File: src/rtl/fir_output_requantizer.sv
// Output stage of the pipelined FIR: decimate, round, shift and saturate the
// wide accumulator, then buffer results in a small FWFT FIFO toward the sink.
module fir_output_requantizer #(
    parameter int unsigned DATA_IN_WIDTH  = 64,
    parameter int unsigned DATA_OUT_WIDTH = 16,
    parameter int unsigned SHIFT          = 31,
    parameter int unsigned DECIM          = 4,
    parameter int unsigned FIFO_DEPTH     = 4
) (
    input  logic                      clk,
    input  logic                      reset,
    input  logic                      in_valid,
    input  logic [DATA_IN_WIDTH-1:0]  data_in,
    input  logic                      out_ready,
    output logic                      out_valid,
    output logic [DATA_OUT_WIDTH-1:0] data_out,
    input  logic                      flag_clr,
    output logic                      sat_flag,
    output logic [7:0]                drop_cnt
);

    localparam int unsigned W1 = DATA_IN_WIDTH + 1;
    localparam int unsigned OW = DATA_OUT_WIDTH;
    localparam int unsigned CW = (DECIM > 1) ? $clog2(DECIM) : 1;
    localparam int unsigned AW = $clog2(FIFO_DEPTH);

    localparam logic [W1-1:0] ONE = {{(W1-1){1'b0}}, 1'b1};
    // Half-LSB rounding constant; collapses to zero when SHIFT is 0.
    localparam logic [W1-1:0] RND = (ONE << SHIFT) >> 1;
    localparam logic signed [W1-1:0] MAXV = {{(W1-OW+1){1'b0}}, {(OW-1){1'b1}}};
    localparam logic signed [W1-1:0] MINV = {{(W1-OW+1){1'b1}}, {(OW-1){1'b0}}};
    localparam logic [AW:0] FULL_CNT = (AW+1)'(FIFO_DEPTH);

    // ---------------- decimation ----------------
    logic [CW-1:0] dcnt_q, dcnt_d;
    logic          keep;

    assign keep = in_valid & (dcnt_q == '0);

    always_comb begin
        dcnt_d = dcnt_q;
        if (in_valid) begin
            if (dcnt_q == CW'(DECIM - 1)) begin
                dcnt_d = '0;
            end else begin
                dcnt_d = dcnt_q + CW'(1);
            end
        end
    end

    // ---------------- rounding / saturation ----------------
    logic signed [W1-1:0] ext_s;
    logic signed [W1-1:0] sum_s;
    logic signed [W1-1:0] shf_s;
    logic [OW-1:0]        qval;
    logic                 qsat;

    always_comb begin
        ext_s = {data_in[DATA_IN_WIDTH-1], data_in};
        sum_s = ext_s + RND;
        shf_s = sum_s >>> SHIFT;
        qsat  = 1'b0;
        qval  = shf_s[OW-1:0];
        if (shf_s > MAXV) begin
            qval = MAXV[OW-1:0];
            qsat = 1'b1;
        end else if (shf_s < MINV) begin
            qval = MINV[OW-1:0];
            qsat = 1'b1;
        end
    end

    logic          qv_q, qv_d;
    logic [OW-1:0] qdata_q, qdata_d;
    logic          sat_q, sat_d;

    // ---------------- output FIFO ----------------
    logic [OW-1:0] mem_q [FIFO_DEPTH];
    logic [AW-1:0] wr_q, wr_d;
    logic [AW-1:0] rd_q, rd_d;
    logic [AW:0]   cnt_q, cnt_d;
    logic [7:0]    drop_q, drop_d;
    logic          full, pop, push, drop;

    assign full = (cnt_q == FULL_CNT);
    assign pop  = out_valid & out_ready;
    assign push = qv_q & (~full | pop);
    assign drop = qv_q & full & ~pop;

    always_comb begin
        qv_d    = keep;
        qdata_d = keep ? qval : qdata_q;

        // A new event in the same cycle as flag_clr must survive the clear.
        sat_d = sat_q;
        if (keep & qsat) begin
            sat_d = 1'b1;
        end else if (flag_clr) begin
            sat_d = 1'b0;
        end

        drop_d = drop_q;
        if (drop) begin
            if (flag_clr) begin
                drop_d = 8'd1;
            end else if (drop_q != 8'hFF) begin
                drop_d = drop_q + 8'd1;
            end
        end else if (flag_clr) begin
            drop_d = '0;
        end

        wr_d  = push ? wr_q + AW'(1) : wr_q;
        rd_d  = pop  ? rd_q + AW'(1) : rd_q;
        cnt_d = cnt_q;
        if (push & ~pop) begin
            cnt_d = cnt_q + (AW+1)'(1);
        end else if (pop & ~push) begin
            cnt_d = cnt_q - (AW+1)'(1);
        end
    end

    always_ff @(posedge clk) begin
        if (reset) begin
            dcnt_q  <= '0;
            qv_q    <= 1'b0;
            qdata_q <= '0;
            sat_q   <= 1'b0;
            drop_q  <= '0;
            wr_q    <= '0;
            rd_q    <= '0;
            cnt_q   <= '0;
        end else begin
            dcnt_q  <= dcnt_d;
            qv_q    <= qv_d;
            qdata_q <= qdata_d;
            sat_q   <= sat_d;
            drop_q  <= drop_d;
            wr_q    <= wr_d;
            rd_q    <= rd_d;
            cnt_q   <= cnt_d;
        end
    end

    // Storage needs no reset: the count gates everything visible at the output.
    always_ff @(posedge clk) begin
        if (push & ~reset) begin
            mem_q[wr_q] <= qdata_q;
        end
    end

    assign out_valid = (cnt_q != '0);
    assign data_out  = out_valid ? mem_q[rd_q] : '0;
    assign sat_flag  = sat_q;
    assign drop_cnt  = drop_q;

endmodule
File: config.mk
export PLATFORM = sky130hd
export DESIGN_NAME = fir_output_requantizer
export DESIGN_NICKNAME = d
export VERILOG_FILES = /design/src/rtl/fir_output_requantizer.sv
export SDC_FILE = /design/constraint.sdc
export NUM_CORES = 1
export LEC_CHECK = 0
export BUFFER_PORTS_ARGS = -buffer_cell sky130_fd_sc_hd__buf_2
export CORE_MARGIN = 8
export CORE_UTILIZATION = 55
export DETAILED_ROUTE_END_ITERATION = 10
export HOLD_SLACK_MARGIN = 0.1
export PLACE_DENSITY = 0.89
export RECOVER_POWER = 50
export REMOVE_ABC_BUFFERS = 1
export SETUP_SLACK_MARGIN = 0.5
export SLEW_MARGIN = 20
export SYNTH_ARGS = -nofsm -noshare
export SYNTH_HDL_FRONTEND = slang
export SYNTH_SLANG_ARGS = --single-unit
File: constraint.sdc
create_clock -name clk -period 3.1 [get_ports clk]
set_clock_uncertainty 0.05 [all_clocks]
set_input_delay 0.155 -clock clk [delete_from_list [all_inputs] [get_ports clk]]
set_output_delay 0.155 -clock clk [all_outputs]
set_load 0.02 [all_outputs]
==> results.json, run 1 <==
{
  "status": "complete, no violations",
  "nNetsFinal": 541,
  "grt_pass1_wl_um": 16700,
  "worstPathRequired_ps": 3340,
  "maxCapViolCount": 0,
  "post_drt_via_cell_ratio": 6.16,
  "placed_area_mm2": 0.00523,
  "cts_root_buffer": "clkbuf_8",
  "synth_sequential_area_ratio_pct": 55.2,
  "endpoint_kind": "register",
  "antenna_found_initial": 0,
  "syn_inst": 395,
  "critPathArrivalTime_ps": 2700,
  "rows": 34,
  "hp-class": "primary input to register",
  "n_fill_cell": 662,
  "cts_sinks": 101,
  "ant_nets": 0,
  "hold_violations": 0,
  "r2r_slack_ps": 680,
  "timing.setup.tns_ps": 0,
  "finalCritPeriodShare_pct": 79.4,
  "fp.dieH_um": 110,
  "grt_pass1_vias": 3548,
  "stdcell_count": 575,
  "design_area_mm2": 0.00544,
  "hold_ws_ps": 143,
  "synth.avg_cell_area_um2": 12.2,
  "track_usage_pct": 17.8,
  "cts_setup_buffers": 0,
  "dp_hpwl_um": 7520,
  "peakVddDrop_mv": 0.240,
  "cp-start-kind": "primary input",
  "relSlewSlack_pct": 24.0,
  "vias": 3542,
  "initial_utilization_pct": 56.1,
  "grt_max_degree": 20,
  "cts_tree": "yes",
  "ys.flop_type": "edfxtp_1",
  "ys_ff_latch": 101,
  "worstMarginPinSlew_ps": 1140,
  "rsz0062_at_grt": "false",
  "hold_depth": 4,
  "fp.coreArea_mm2": 0.00859,
  "cts_buffers": 9,
  "dp.cells": 555,
  "synth_area_mm2": 0.00482,
  "min_period_ps": 2460,
  "drt_iter0_drc": 255,
  "dieArea_mm2": 0.0120,
  "firstDrtPassIters": 4,
  "clkSlewWorstSetupHoldPaths_ps": 100,
  "port_buffers": 64,
  "cts.htree.levels": 3,
  "drcViolationCount": 0,
  "synth_cell_types": 56,
  "slew_violations": 0,
  "async_flop_share_pct": 0,
  "dieWidth_um": 110,
  "path_max_fanout": 15,
  "rr_worst_depth": 9,
  "drive_gt1_share_pct": 21.8,
  "synth-edff-count": 64,
  "yosys_warnings": 0,
  "ys_top_cells_by_area": "edfxtp_1, dfxtp_1, mux4_2",
  "pin_count": 95,
  "gr-total-overflow": 0,
  "register_area_mm2": 0.00266,
  "n_antenna_cell": 0,
  "powerDensity_mw_per_mm2": 584,
  "pre_cts_ws_ps": 274,
  "yosysTopAreaCell": "edfxtp_1",
  "setup_viol": 0,
  "hp-start": "out_ready",
  "gp_congestion": 0.893,
  "r2r_end": "cnt_q[2]$_SDFFE_PP0P_",
  "area_growth_pct": 12.7,
  "wl_per_cell_um": 17.9,
  "max-clock-path-buffers": 2,
  "multi_input_area_mm2": 0.00205,
  "p_leak_nw": 1.91,
  "fmax_ghz": 0.406,
  "clk-insertion-delay-late_ps": 370,
  "routed_wl_um": 10300,
  "fin_ws_ps": 639,
  "criticalPathCategory": "primary input to register",
  "synth.top_cell.area_share_pct": 39.9,
  "r2r_start": "cnt_q[2]$_SDFFE_PP0P_"
}
## sequential cells by signal (all words and copies together), names as in the netlist, named ones only
register  cells
qv_q          1
wr_q          2
qdata_q      16
mem_q        64
rd_q          2
cnt_q         3
dcnt_q        2
drop_cnt      8
sat_flag      1
## report_power, final
group	switching, mW	internal, mW
clock network	0.458	0.304
registers	0.0772	1.52
logic	0.450	0.368
## synth_stat cells, types with 5 or more instances
library cell / n
nor2_1: 36
or3_1: 5
nand3_1: 18
xor2_1: 11
clkbuf_1: 12
and4_1: 5
nand4_1: 18
o21ai_0: 14
o21ai_1: 9
mux2i_1: 5
nand2_1: 17
inv_1: 9
xnor2_1: 15
mux4_2: 16
a32oi_1: 15
ha_1: 9
edfxtp_1: 64
and2_1: 23
dfxtp_1: 37
nor3_1: 8
a21oi_1: 8
## layout make-up
type,instances,area share (%)
multi-input cells,269,37.7
repair buffers,72,6.88
inverters,9,0.621
clock inverters,7,1.04
flip-flops and latches,101,49.0
clock buffers,9,2.28
well taps,108,2.49
## per-layer routing
| layer | routed length, um | global-route usage [%] | up-vias |
|---|---|---|---|
| met2 | 5290 | 31.5 | 141 |
| met4 | 160 | 7.91 | 0 |
| met5 | 0 | 0 | - |
| li1 | - | - | 1664 |
| met1 | 4260 | 20.5 | 1721 |
| met3 | 591 | 3.22 | 16 |
## critical path: stages
cell and delay (ps):
buf_2 150, nand4_2 160, or4_4 620, or3_2 470, a222oi_1 380, a31o_2 450, a32oi_1 200, o21ai_1 120
## per-stage QoR
step                utilization, %  total power [mW]
floorplan                        -              2.16
global placement              60.9              2.41
detailed placement            60.9              2.45
CTS                           63.4              3.20
global route                  63.3              3.33
finish                        63.3              3.17
## how the worst max path moves through the flow
stage | slack (ps) | from | to
6_report | 640 | data_in[38] | qdata_q[6]$_SDFFE_PP0P_
5_1_grt | 520 | cnt_q[2]$_SDFFE_PP0P_ | cnt_q[2]$_SDFFE_PP0P_
4_1_cts | 550 | dcnt_q[0]$_SDFFE_PP0P_ | qdata_q[2]$_SDFFE_PP0P_
3_5_place_dp | 270 | data_in[38] | qdata_q[2]$_SDFFE_PP0P_
3_3_place_gp | 320 | data_in[34] | qdata_q[2]$_SDFFE_PP0P_
2_1_floorplan | 470 | data_in[39] | qdata_q[0]$_SDFFE_PP0P_
## cells in the final DEF (no fill, tap or decap), types with 15 or more instances in the layout
| cell type | netlist | layout |
|---|---|---|
| edfxtp_1 | 64 | 64 |
| buf_2 | 1 | 51 |
| dfxtp_1 | 37 | 36 |
| nor2_1 | 36 | 35 |
| and2_1 | 23 | 21 |
| nand3_1 | 18 | 18 |
| nand4_1 | 18 | 18 |
| nand2_1 | 17 | 17 |
| mux4_2 | 16 | 16 |
| xnor2_1 | 15 | 15 |
| a32oi_1 | 15 | 15 |
## what timing repair did
action | CTS | global route
endpoints found under the hold margin | 8 | 0
resized for setup | 0 | 2
endpoints found under the setup margin | 0 | 17
hold buffers | 4 | 0
## cells by family (layout without fill, tap and decap cells)
group / count (synthesis) / count (layout) / synth area share (%)
AOI/OAI and AO/OA: 59 / 59 / 8.25
xor gates and xnor gates: 26 / 26 / 4.72
adders and majority gates: 10 / 10 / 2.75
buffers and inverters: 25 / 97 / 2.28
DFF: 101 / 101 / 55.2
muxes: 22 / 22 / 8.74
and+or+nand+nor: 152 / 152 / 18.0
(Power assumes the default switching activity.)
==> run 2, diff against run 1 <==
--- a/config.mk
+++ b/config.mk
@@ -7,10 +7,10 @@
 export LEC_CHECK = 0
 export BUFFER_PORTS_ARGS = -buffer_cell sky130_fd_sc_hd__buf_2
 export CORE_MARGIN = 8
-export CORE_UTILIZATION = 55
+export CORE_UTILIZATION = 50
 export DETAILED_ROUTE_END_ITERATION = 10
 export HOLD_SLACK_MARGIN = 0.1
-export PLACE_DENSITY = 0.89
+export PLACE_DENSITY = 0.85
 export RECOVER_POWER = 50
 export REMOVE_ABC_BUFFERS = 1
 export SETUP_SLACK_MARGIN = 0.5
==> constraint.sdc (replaced) <==
create_clock -name clk -period 2 [get_ports clk]
set_clock_uncertainty 0.05 [all_clocks]
set_input_delay 0.1 -clock clk [delete_from_list [all_inputs] [get_ports clk]]
set_output_delay 0.1 -clock clk [all_outputs]
set_load 0.02 [all_outputs]
==> run 2 against run 1 <==
  * The run now ends with setup timing left
  * Via count up 21%
  * Clock power up 68%
  * First-iteration DRC count rose by 61%
  * Sequential power is 56% higher
  * Design area increased by 31%
  * Die area up 8.5%
  * Clock-buffer cell count grew 3
  * Sequential cell count unchanged
  * Non-clock buffer count is 115 higher
  * Sequential share of layout area is 12 points lower
  * Register-to-register slack lost 850 ps
  * Worst setup slack worse by 970 ps
  * Largest cell class unchanged
==> results.json, run 2 (synthesis results as in run 1) <==
{
  "p_int_mw": 4.34,
  "grt_pass1_wl_um": 21300,
  "busiest_layer": "met2",
  "port_buffers": 64,
  "area_growth_pct": 48.1,
  "peakVddDrop_mv": 0.459,
  "nNetsFinal": 656,
  "drt_iter0_drc": 411,
  "combPwrFrac_pct": 39.4,
  "vias": 4294,
  "multi_input_area_mm2": 0.00230,
  "rsz0062_at_grt": "true",
  "wl_per_cell_um": 21.5,
  "firstDrtPassIters": 5,
  "grt_pass1_vias": 4106,
  "rows": 36,
  "register_area_mm2": 0.00267,
  "clock_power_share_pct": 20.7,
  "finalCritPeriodShare_pct": 116,
  "grt_use_met2_pct": 38.0,
  "setup_viol": 20,
  "cts_buffers": 9,
  "fmax_ghz": 0.429,
  "cp-start-kind": "primary input",
  "largest_reg_flops": 64,
  "drive_gt1_share_pct": 47.1,
  "seq_power_share_pct": 40.0,
  "post_drt_via_cell_ratio": 6.01,
  "fp.coreArea_mm2": 0.00955,
  "p_leak_nw": 2.72,
  "n_antenna_cell": 0,
  "max-clock-path-buffers": 2,
  "power.switching_mw": 1.88,
  "clkSlewWorstSetupHoldPaths_ps": 100,
  "slew_violations": 0,
  "track_usage_pct": 21.2,
  "endpoint_kind": "register",
  "fin_ws_ps": -328,
  "dieArea_mm2": 0.0130,
  "fp.dieH_um": 114,
  "antenna_found_initial": 0,
  "cts.htree.levels": 3,
  "dp.cells": 654,
  "powerDensity_mw_per_mm2": 870,
  "initial_utilization_pct": 50.5,
  "criticalPathCategory": "primary input to register",
  "status": "complete, but fails checks",
  "met3_usage_pct": 4.22,
  "p_total_mw": 6.22,
  "maxCapViolCount": 0,
  "stdcell_count": 715,
  "final_cell_mix": "buf_4, edfxtp_1, buf_6, dfxtp_1, nor2_1",
  "regMostFlops": "mem_q",
  "routed_wl_um": 15400,
  "dieWidth_um": 114,
  "dp_hpwl_um": 8410,
  "drcViolationCount": 0,
  "relSlewSlack_pct": 59.2,
  "gp_congestion": 0.919,
  "path_max_fanout": 15,
  "gr-total-overflow": 0,
  "worstMarginPinSlew_ps": 607,
  "min_period_ps": 2330,
  "clk-insertion-delay-late_ps": 380,
  "ant_nets": 0,
  "critPathArrivalTime_ps": 2530,
  "cts_sinks": 101,
  "layout_commonest_cell": "buf_4",
  "n_fill_cell": 573,
  "hp-class": "primary input to register",
  "p_sw_share_pct": 30.2,
  "hold_ws_ps": 196,
  "met1_usage_pct": 24.3,
  "hold_violations": 0,
  "cts_tree": "yes",
  "cts_root_buffer": "clkbuf_8",
  "violations": "setup timing",
  "grt_max_degree": 19,
  "pin_count": 95,
  "worstPathRequired_ps": 2200,
  "timing.setup.tns_ps": -2730
}
-- run 2: layout make-up --
cell class                      instances  share of cell area (%)
Clock buffer                           12                    2.33
Clock inverter                          4                   0.420
Inverter                                9                   0.508
Multi-Input combinational cell        269                    32.3
Sequential cell                       101                    37.4
Tap cell                              133                    2.33
Timing Repair Buffer                  187                    24.7
-- run 2: critical path: stages --
cell and delay, ps:
buf_8 80, nand4_4 100, or4_4 560, buf_12 160, o21ai_0 310, buf_4 190
a222oi_1 90, a31o_2 280, buf_12 150, a32oi_1 340, o21ai_1 160
-- run 2: stage by stage --
stage,worst slack [ps],util [%],area [um2]
floorplan,-575,-,4750
finish,-328,74.8,7140
detailed placement,-732,62.0,5920
global placement,-582,62.0,5920
global route,-381,74.8,7140
CTS,-103,71.7,6840
-- run 2: what timing repair did --
action,CTS,global route
gates cloned,5,0
endpoints found under the hold margin,12,0
setup buffers,21,15
setup endpoints to repair,112,113
pin swaps,35,30
resized for setup,119,45
hold buffers,4,0
-- run 2: power groups by stage --
stage / logic [mW] / registers, mW / clock network [mW]
final: 2.45 / 2.48 / 1.28
after global routing: 2.57 / 2.49 / 1.36
after CTS: 2.14 / 2.48 / 1.25
after detailed placement: 1.50 / 2.49 / 0
after global placement: 1.46 / 2.47 / 0
after floorplan: 0.809 / 2.55 / 0
-- run 2: path summary, 6_finish.rpt --
check	start	end	slack [ps]	cells past startpoint
setup / recovery	data_in[35]	qdata_q[4]$_SDFFE_PP0P_	-330	11
hold / removal	data_in[40]	qdata_q[9]$_SDFFE_PP0P_	200	5
setup reg to reg	cnt_q[0]$_SDFFE_PP0P_	cnt_q[2]$_SDFFE_PP0P_	-170	10
hold reg to reg	qdata_q[1]$_SDFFE_PP0P_	mem_q[2][1]$_DFFE_PP_	490	0
-- run 2: per-layer routing --
layer  routed length, um  share of wire (%)  up-vias
li1                    -                  -     1881
met1                5790                 38     2086
met2                7790                 51      259
met3                1160                7.5       68
met4                 668                4.3        0
met5                   0                  0        -
